--- src/rtl/watch_pkg.sv ---
// -----------------------------------------------------------------------------
// watch_pkg
// Shared definitions for the HH:MM:SS watch controller:
//   - mode_e    : 2-bit mode encoding (RUN / SET_HRS / SET_MINS / SET_SECS)
//   - HR_W/MS_W : field widths for hours and minutes/seconds
//   - HR_MAX_DEF/MS_MAX_DEF : default last value of each field before wrap
//   - next_mode : fixed mode-button sequence RUN->HRS->MINS->SECS->RUN
// -----------------------------------------------------------------------------
`timescale 1ns/1ps

package watch_pkg;

    typedef enum logic [1:0] {
        MODE_RUN      = 2'b00,
        MODE_SET_HRS  = 2'b01,
        MODE_SET_MINS = 2'b10,
        MODE_SET_SECS = 2'b11
    } mode_e;

    localparam int HR_W = 5;
    localparam int MS_W = 6;

    localparam int HR_MAX_DEF = 23;
    localparam int MS_MAX_DEF = 59;

    function automatic mode_e next_mode(input mode_e m);
        case (m)
            MODE_RUN:      next_mode = MODE_SET_HRS;
            MODE_SET_HRS:  next_mode = MODE_SET_MINS;
            MODE_SET_MINS: next_mode = MODE_SET_SECS;
            default:       next_mode = MODE_RUN;
        endcase
    endfunction

endpackage

--- src/rtl/hms_counter.sv ---
// -----------------------------------------------------------------------------
// hms_counter
// 24-hour hours:minutes:seconds datapath.
//   clk       in   system clock, rising edge
//   rst       in   asynchronous reset, active low
//   tick      in   one-second advance; carries secs -> mins -> hrs
//   inc_hrs   in   increment hours only (modulo HR_MAX+1, no carry)
//   inc_mins  in   increment minutes only (modulo MS_MAX+1, no carry)
//   inc_secs  in   increment seconds only (modulo MS_MAX+1, no carry)
//   hrs       out  registered hours,   0..HR_MAX
//   mins      out  registered minutes, 0..MS_MAX
//   secs      out  registered seconds, 0..MS_MAX
// The controller never asserts tick together with an inc_*; tick has
// priority should that ever happen.
// -----------------------------------------------------------------------------
`timescale 1ns/1ps

module hms_counter
    import watch_pkg::*;
#(
    parameter int HR_MAX = HR_MAX_DEF,
    parameter int MS_MAX = MS_MAX_DEF
) (
    input  logic            clk,
    input  logic            rst,
    input  logic            tick,
    input  logic            inc_hrs,
    input  logic            inc_mins,
    input  logic            inc_secs,
    output logic [HR_W-1:0] hrs,
    output logic [MS_W-1:0] mins,
    output logic [MS_W-1:0] secs
);

    localparam logic [HR_W-1:0] HR_LAST = HR_W'(HR_MAX);
    localparam logic [MS_W-1:0] MS_LAST = MS_W'(MS_MAX);

    logic [HR_W-1:0] hrs_q,  hrs_d;
    logic [MS_W-1:0] mins_q, mins_d;
    logic [MS_W-1:0] secs_q, secs_d;

    always_comb begin
        // NOTE: every output of a combinational block gets a default first,
        // otherwise any path that skips an assignment infers a latch.
        hrs_d  = hrs_q;
        mins_d = mins_q;
        secs_d = secs_q;

        if (tick) begin
            if (secs_q == MS_LAST) begin
                secs_d = '0;
                if (mins_q == MS_LAST) begin
                    mins_d = '0;
                    hrs_d  = (hrs_q == HR_LAST) ? '0 : hrs_q + HR_W'(1);
                end else begin
                    mins_d = mins_q + MS_W'(1);
                end
            end else begin
                secs_d = secs_q + MS_W'(1);
            end
        end else begin
            if (inc_hrs) begin
                hrs_d = (hrs_q == HR_LAST) ? '0 : hrs_q + HR_W'(1);
            end
            if (inc_mins) begin
                mins_d = (mins_q == MS_LAST) ? '0 : mins_q + MS_W'(1);
            end
            if (inc_secs) begin
                secs_d = (secs_q == MS_LAST) ? '0 : secs_q + MS_W'(1);
            end
        end
    end

    // NOTE: state registers use non-blocking assignments so every flop
    // samples its pre-edge value; these are plain flops, not a memory, so
    // they all take the asynchronous reset.
    always_ff @(posedge clk or negedge rst) begin
        if (!rst) begin
            hrs_q  <= '0;
            mins_q <= '0;
            secs_q <= '0;
        end else begin
            hrs_q  <= hrs_d;
            mins_q <= mins_d;
            secs_q <= secs_d;
        end
    end

    assign hrs  = hrs_q;
    assign mins = mins_q;
    assign secs = secs_q;

endmodule

--- src/rtl/watch_ctrl.sv ---
// -----------------------------------------------------------------------------
// watch_ctrl
// Watch controller: 1 Hz prescaler, button press detect, RUN/SET mode FSM,
// and the hms_counter datapath.
//   clk       in   system clock, rising edge
//   rst       in   asynchronous reset, active low
//   mode_btn  in   mode button level (synchronised, debounced)
//   inc_btn   in   increment button level (synchronised, debounced)
//   hrs       out  hours   0..HR_MAX
//   mins      out  minutes 0..MS_MAX
//   secs      out  seconds 0..MS_MAX
//   mode      out  00 RUN, 01 SET_HRS, 10 SET_MINS, 11 SET_SECS
//   blink     out  (only with WATCH_BLINK_EN) half-second blink in SET states
//   sec_tick  out  one-cycle pulse in the cycle before a seconds advance
// Optional feature macro: WATCH_BLINK_EN adds the blink port and its counter.
// CLK_DIV must be >= 2 and even.
// -----------------------------------------------------------------------------
`timescale 1ns/1ps

module watch_ctrl
    import watch_pkg::*;
#(
    parameter int CLK_DIV = 50000000,
    parameter int HR_MAX  = HR_MAX_DEF,
    parameter int MS_MAX  = MS_MAX_DEF
) (
    input  logic            clk,
    input  logic            rst,
    input  logic            mode_btn,
    input  logic            inc_btn,
    output logic [HR_W-1:0] hrs,
    output logic [MS_W-1:0] mins,
    output logic [MS_W-1:0] secs,
    output logic [1:0]      mode,
`ifdef WATCH_BLINK_EN
    output logic            blink,
`endif
    output logic            sec_tick
);

    localparam int             PW         = $clog2(CLK_DIV);
    localparam logic [PW-1:0]  PRESC_LAST = PW'(CLK_DIV - 1);

    mode_e          mode_q, mode_d;
    logic [PW-1:0]  presc_q, presc_d;
    logic           sec_tick_q, sec_tick_d;
    logic           mode_btn_q, mode_btn_d;
    logic           inc_btn_q, inc_btn_d;

    logic           mode_press;
    logic           inc_press;
    logic           inc_ok;
    logic           inc_hrs, inc_mins, inc_secs;

    always_comb begin
        mode_btn_d = mode_btn;
        inc_btn_d  = inc_btn;

        mode_press = mode_btn & ~mode_btn_q;
        inc_press  = inc_btn  & ~inc_btn_q;

        mode_d = mode_press ? next_mode(mode_q) : mode_q;

        // A mode press in the same cycle swallows the inc press.
        inc_ok   = inc_press & ~mode_press;
        inc_hrs  = inc_ok && (mode_q == MODE_SET_HRS);
        inc_mins = inc_ok && (mode_q == MODE_SET_MINS);
        inc_secs = inc_ok && (mode_q == MODE_SET_SECS);

        // Only count while staying in RUN; entering or leaving RUN leaves the
        // prescaler at 0 so the first tick after SET lands a full period later.
        if (mode_q == MODE_RUN && mode_d == MODE_RUN) begin
            presc_d = (presc_q == PRESC_LAST) ? '0 : presc_q + PW'(1);
        end else begin
            presc_d = '0;
        end

        // Registered tick: high exactly while presc_q == CLK_DIV-1 in RUN.
        sec_tick_d = (mode_d == MODE_RUN) && (presc_d == PRESC_LAST);
    end

    always_ff @(posedge clk or negedge rst) begin
        if (!rst) begin
            mode_q     <= MODE_RUN;
            presc_q    <= '0;
            sec_tick_q <= 1'b0;
            // History starts high so a button held through reset needs a
            // release before it counts as a press.
            mode_btn_q <= 1'b1;
            inc_btn_q  <= 1'b1;
        end else begin
            mode_q     <= mode_d;
            presc_q    <= presc_d;
            sec_tick_q <= sec_tick_d;
            mode_btn_q <= mode_btn_d;
            inc_btn_q  <= inc_btn_d;
        end
    end

    hms_counter #(
        .HR_MAX (HR_MAX),
        .MS_MAX (MS_MAX)
    ) u_hms (
        .clk      (clk),
        .rst      (rst),
        .tick     (sec_tick_q),
        .inc_hrs  (inc_hrs),
        .inc_mins (inc_mins),
        .inc_secs (inc_secs),
        .hrs      (hrs),
        .mins     (mins),
        .secs     (secs)
    );

    assign mode     = mode_q;
    assign sec_tick = sec_tick_q;

`ifdef WATCH_BLINK_EN
    localparam int             HALF      = CLK_DIV / 2;
    localparam int             BW        = (HALF > 1) ? $clog2(HALF) : 1;
    localparam logic [BW-1:0]  BLINK_LAST = BW'(HALF - 1);

    logic [BW-1:0] blink_cnt_q, blink_cnt_d;
    logic          blink_q, blink_d;

    always_comb begin
        blink_cnt_d = blink_cnt_q;
        blink_d     = blink_q;
        // Restart the half-second phase on every state change and keep it
        // parked at 0 while in RUN.
        if (mode_d == MODE_RUN || mode_d != mode_q) begin
            blink_cnt_d = '0;
            blink_d     = 1'b0;
        end else if (blink_cnt_q == BLINK_LAST) begin
            blink_cnt_d = '0;
            blink_d     = ~blink_q;
        end else begin
            blink_cnt_d = blink_cnt_q + BW'(1);
        end
    end

    always_ff @(posedge clk or negedge rst) begin
        if (!rst) begin
            blink_cnt_q <= '0;
            blink_q     <= 1'b0;
        end else begin
            blink_cnt_q <= blink_cnt_d;
            blink_q     <= blink_d;
        end
    end

    assign blink = blink_q;
`endif

endmodule

--- config.mk ---
export PLATFORM = sky130hd
export DESIGN_NAME = watch_ctrl
export DESIGN_NICKNAME = d
export VERILOG_FILES = /design/src/rtl/watch_pkg.sv /design/src/rtl/hms_counter.sv /design/src/rtl/watch_ctrl.sv
export SDC_FILE = /design/constraint.sdc
export NUM_CORES = 1
export LEC_CHECK = 0
export CAP_MARGIN = 20
export CORE_UTILIZATION = 36
export CTS_CLUSTER_DIAMETER = 200
export DETAILED_ROUTE_END_ITERATION = 16
export GPL_ROUTABILITY_DRIVEN = 0
export RECOVER_POWER = 50
export SLEW_MARGIN = 30
export SYNTH_ARGS = -nofsm -noshare
export SYNTH_HDL_FRONTEND = slang
export SYNTH_SLANG_ARGS = --single-unit
--- constraint.sdc ---
create_clock -name clk -period 5.2 [get_ports clk]
set_input_delay 1.04 -clock clk [delete_from_list [all_inputs] [get_ports clk]]
set_output_delay 1.04 -clock clk [all_outputs]
set_load 0.05 [all_outputs]
# [Yosys cells after proc, flatten, opt, wreduce, memory -nomap -nowiden]
# Index checks and enable logic that the tools add are counted.
[totals] ff_bits=48 in_bits=4 out_inout_bits=20 elab_cells=56
[op_classes] add_sub_neg=4 eq_ne=10 n_reduce_logical=12 n_bitwise=6 n_mux=16
[ops] op="$eq 26x26->1 const B" n=2
[ops] op="$mux 26" n=2
[ops] op="$mux 6" n=7
[ops] op="$add 26x1->26 const B" n=1
[ops] op="$mux 5" n=5
[ops] op="$add 6x1->6 const B" n=2
[ops] op="$eq 6x6->1 const B" n=2
[ops] op="$pmux 2 s3" n=1
[ops] op="$reduce_bool 2->1" n=3
[ops] op="$add 5x1->5 const B" n=1
[ops] op="$eq 5x5->1 const B" n=1
[ops] op="$logic_and 1x1->1" n=5
[ops] op="$eq 2x2->1 const B" n=2
[ops] op="$logic_not 2->1" n=2
[ops] op="$ne 2x1->1 const B" n=2
[ops] op="$and 1x1->1" n=3
[ops] op="$not 1->1" n=3
[ops] op="$reduce_and 3->1" n=1
[ops] op="$eq 2x1->1 const B" n=1
[ops] op="$mux 2" n=1
[ops] op="$reduce_and 2->1" n=1

# [Depth between registers and ports, before layout]
[depth] depth_word=8 ltp_mapped=7 mapped_depth_nobuf=7

# [Modules after synthesis]
# From an unflattened synthesis, not the netlist that was laid out.
[unflattened] cells_unflattened=286 hier_area_um2=2741.4
[modules_own_cells] mod="watch_ctrl" area_per_inst_um2=1788.0 cells_each=195 seq_area_each_um2=778.2 n_inst=1
[modules_own_cells] mod="hms_counter" area_per_inst_um2=953.4 cells_each=91 seq_area_each_um2=425.4 n_inst=1

# [Worst setup path after synthesis]
# OpenSTA, ideal clock, no wires.
[synth_path] path_type="in2reg" from="in mode_btn" to="reg sec_tick_q, in the netlist sec_tick" t_required_ps=5120 cell_stages=5 arrival_time_ps=2562 setup_slack_ps=2557 setup_ps=80 n_path_buf=0 cell_sequence="nor2b_1 or4b_2 o21bai_2 a2111o_1 nor3_2"
[synth_between] elab_chain_cells=7
[synth_lines] item="start, declared" line_no="watch_ctrl.sv:29" rtl="input logic mode_btn,"
[synth_lines] item="$and 1x1->1 *" line_no="watch_ctrl.sv:59" rtl="mode_press = mode_btn & ~mode_btn_q;"
[synth_lines] item="$mux 2 *" line_no="watch_ctrl.sv:62" rtl="mode_d = mode_press ? next_mode(mode_q) : mode_q;"
[synth_lines] item="$logic_not 2->1 *" line_no="watch_ctrl.sv:72, watch_ctrl.sv:79"
[synth_lines] item="$logic_and 1x1->1" line_no="watch_ctrl.sv:72" rtl="if (mode_q == MODE_RUN && mode_d == MODE_RUN) begin"
[synth_lines] item="$mux 26" line_no="watch_ctrl.sv:72"
[synth_lines] item="$eq 26x26->1" line_no="watch_ctrl.sv:79" rtl="sec_tick_d = (mode_d == MODE_RUN) && (presc_d == PRESC_LAST);"
[synth_lines] item="$logic_and 1x1->1 *" line_no="watch_ctrl.sv:79"
[synth_lines] item="via sec_tick_d" line_no="watch_ctrl.sv:46" rtl="logic sec_tick_q, sec_tick_d;"
[synth_lines] item="end signal, assigned" line_no="watch_ctrl.sv:94" rtl="sec_tick_q <= sec_tick_d;"
[synth_lines] item="end, declared" line_no="watch_ctrl.sv:46"
# Mark *: on every way through the listed nets, which the timed path passes. The rest lies on a longest branch.
# A chain may end at the register's enable or synchronous reset.

# [Worst setup path in the final report]
[layout_path] from="in mode_btn" to="reg sec_tick_q, in the netlist sec_tick"
[layout_between] elab_chain_cells=7
[layout_lines] item="$and 1x1->1" line_no="watch_ctrl.sv:59"
[layout_lines] item="$mux 2" line_no="watch_ctrl.sv:62"
[layout_lines] item="$logic_not 2->1" line_no="watch_ctrl.sv:72"
[layout_lines] item="$logic_and 1x1->1" line_no="watch_ctrl.sv:72"
[layout_lines] item="$mux 26" line_no="watch_ctrl.sv:72"
[layout_lines] item="via presc_d[14]" line_no="watch_ctrl.sv:45" rtl="logic [PW-1:0] presc_q, presc_d;"
[layout_lines] item="$eq 26x26->1" line_no="watch_ctrl.sv:79"
[layout_lines] item="$logic_and 1x1->1" line_no="watch_ctrl.sv:79"
[layout_lines] item="via sec_tick_d" line_no="watch_ctrl.sv:46"
# The timed path passes the listed nets, and every way through them passes these cells.

==> run summary <==
status: complete, but fails checks
failing checks: capacitance limit, slew limit
critical-path maximum fanout: 15
Sw Share: 37.3%
# setup viols final: 0
WL/cell: 12.6 um
final hold vios: 0
Psw: 415 uW
Die Width: 85.7 um
# clock sinks: 48
delay of the slowest critical-path stage: 0.68 ns
post-synthesis simple-gate area fraction: 27.4%
Hold Path End: presc_q[0]$_DFF_PN0_
DP HPWL: 3.50 mm
Setup TNS: 0 ns
Worst EP arrival: 3.55 ns
FFs w/ async S/R, synth: 100%
drt first pass iters: 4
r2r endpoint: sec_tick$_DFF_PN0_
Slowest-stage cell, CP: or4b_2
worst min path class: reg2reg
die footprint: 7350 um^2
IO buf count: 23
Static Leak: 0.00119 uW
Avg Synthesized Cell Area: 9.81 um^2
part of the power in the clock network: 25.6%
Crit path buffers/inverters: 2
Post-Syn Area: 2520 um^2
XOR/XNOR Fraction of Synth Area: 8.33%
synthesized instance count: 257
worst r2r path cells: 7
FF-to-FF setup slack: 2.63 ns
headroom to the max-slew limit: -69.6%
Post-synth EDFFs: 0
worst clock skew: 0.00631 ns
Layout Nets: 297
synth warn: 0
first-pass GRT wire length: 8.50 mm
worst path cell trace: dlygate4sd3_1, nor2b_1, or4b_2, o21bai_2, buf_4, nor2_1, nand4bb_1, nor3_2
FF+latch count, synth: 48
crit-path leading delay family: simple AND/OR/NAND/NOR gates
Inst Count DP: 374
sequential power share: 42.2%
Hold Startpoint: presc_q[0]$_DFF_PN0_
combinational family with the most area after synthesis: simple AND/OR/NAND/NOR gates
fin cells: 382
Comb power frac: 32.2%
clk slew on worst S/H paths: 0.09 ns
layout cells sized above 1: 8.39%
Max Cap Viol: 1
Die Span Y: 85.7 um
Skew-Pair Late Insertion Delay: 0.30 ns
sequential fraction of the synthesis area: 47.7%
Fin Hold WS: 0.528 ns
top cell type's share of synthesized area: 45.6%
Crit Path Category: in2reg
core region area: 6790 um^2
Tightest Pin Transition: 2.54 ns
Hold Path Depth: 1
# rows: 30
Residual DRC: 0
Inserted Clock Buffers: 5
io pins: 24
Synth area leader: dfrtp_1
Syn Nets: 269
Adder-Cell Fraction of Synth Area: 3.97%
RR Startpoint: presc_q[18]$_DFF_PN0_
RSZ-0062 raised after global routing: false
ys flop type: dfrtp_1
Netlist cell types: 45
root buffer cell: clkbuf_8
period utilization: 63.9%
fmax: 0.301 GHz
total track usage: 14.5%
power density cells: 373 nW/um^2
final wirelength: 4.82 mm
grt ovf: 0
number of DRC markers in iteration 0: 81
maximum vdd drop: 0.000168 V
Tmin final: 3.32 ns
Critical Path Start: mode_btn
Post-synth top cells: 46 x dfrtp_1, 38 x nor2_1, 24 x nand2_1
vias in the first global route: 1,811
CTS tree: built
Worst setup EP type: flop
count leader, synth: dfrtp_1
internal power: 697 uW
mux cell area share after synthesis: 2.23%
Fillers: 652
Synth Area in Compound Gates: 8.68%
Via density: 5.07
Post-CTS Hold Buffers: 0
area delta synth->final: 18.2%
Slew Limit Fails: 49
Worst Setup Start Kind: input pin
Ant. Diodes: 0
initial antenna violation count: 0
Resized Gates After CTS: 0
htree depth: 2
Post-CTS Setup Bufs: 0
clock buffer depth: 2
detailed-route via count: 1,935
Area contributors post-synth: dfrtp_1 46%, nor2_1 5.7%, xor2_1 4.5%
largest net degree at the start of global routing: 49
CP Data Required Time: 5.42 ns
Routed Antenna Nets: 0
Initial Util: 37.1%
==> kinds of logic (layout without fill, tap and decap cells) <==
group	after synthesis	in the layout
buffers and inverters	10	39
flip-flops	48	48
adder cells (fa/ha/maj)	8	8
multiplexers	5	5
AO/OA/AOI/OAI	34	34
AND/OR/NAND/NOR	128	128
XOR/XNOR	24	24
==> cells in the final DEF (no fill, tap or decap), types with 2 or more instances in the layout <==
cell type,n
nand2_1,24
xnor2_1,11
dfrtp_1,46
clkdlybuf4s50_1,19
nor4_1,2
dfstp_2,2
nor2b_1,3
o21ai_0,14
dlygate4sd3_1,3
nand4_1,12
or3_1,2
inv_1,7
nor3_1,6
nor2_1,38
nand3_1,19
o2111ai_1,2
and3_1,5
nor3b_1,3
ha_1,8
a21oi_1,6
mux2_2,5
clkbuf_8,6
xor2_1,13
a21o_1,3
==> power by group through the flow <==
| stage | sequential [uW] | combinational (uW) | clock, uW |
|---|---|---|---|
| after floorplan | 600 | 114 | 0 |
| after global placement | 479 | 356 | 0 |
| after detailed placement | 478 | 364 | 0 |
| after CTS | 470 | 365 | 294 |
| after global routing | 479 | 388 | 312 |
| final | 469 | 358 | 284 |
==> metrics by stage <==
| stage | setup slack (ns) | instance area [um^2] | util (%) | power, uW |
|---|---|---|---|---|
| after floorplan | 2.56 | 2520 | - | 715 |
| after global placement | 1.76 | 2860 | 42.1 | 835 |
| after detailed placement | 1.68 | 2860 | 42.1 | 842 |
| after CTS | 1.99 | 2980 | 43.9 | 1130 |
| after global routing | 1.64 | 2980 | 43.9 | 1180 |
| final | 1.88 | 2980 | 43.9 | 1110 |
==> sequential cells by signal (all words and copies together), names as in the netlist <==
name / flops
mode: 2
sec_tick: 1
presc_q: 26
u_hms.mins: 6
inc_btn_q: 1
u_hms.secs: 6
mode_btn_q: 1
u_hms.hrs: 5
==> area by class of cell <==
type	count	area, um^2	share of cell area, %
tap	96	120	4.03
inverter	7	26.3	0.882
multi-input combinational	199	1280	42.9
clock inverter	2	38.8	1.30
timing repair buffer	24	231	7.77
sequential	48	1200	40.4
clock buffer	6	82.6	2.77
==> layer usage <==
| layer | GRT usage, % | vias to the layer above | part of all wire, % |
|---|---|---|---|
| met5 | 0 | - | 0 |
| met4 | 3.48 | 0 | 0.91 |
| met3 | 3.46 | 6 | 2.8 |
| met2 | 22.8 | 28 | 47 |
| met1 | 20.1 | 931 | 50 |
| li1 | - | 970 | - |
==> worst max path at each step <==
stage	cells past startpoint	slack (ns)	to
after global placement	8	1.76	sec_tick$_DFF_PN0_
after global routing	1	1.64	sec_tick$_DFF_PN0_
after detailed placement	8	1.68	sec_tick$_DFF_PN0_
final	8	1.88	sec_tick$_DFF_PN0_
after CTS	8	1.99	sec_tick$_DFF_PN0_
after floorplan	5	2.56	sec_tick$_DFF_PN0_
Power figures use the tool's default switching activity.
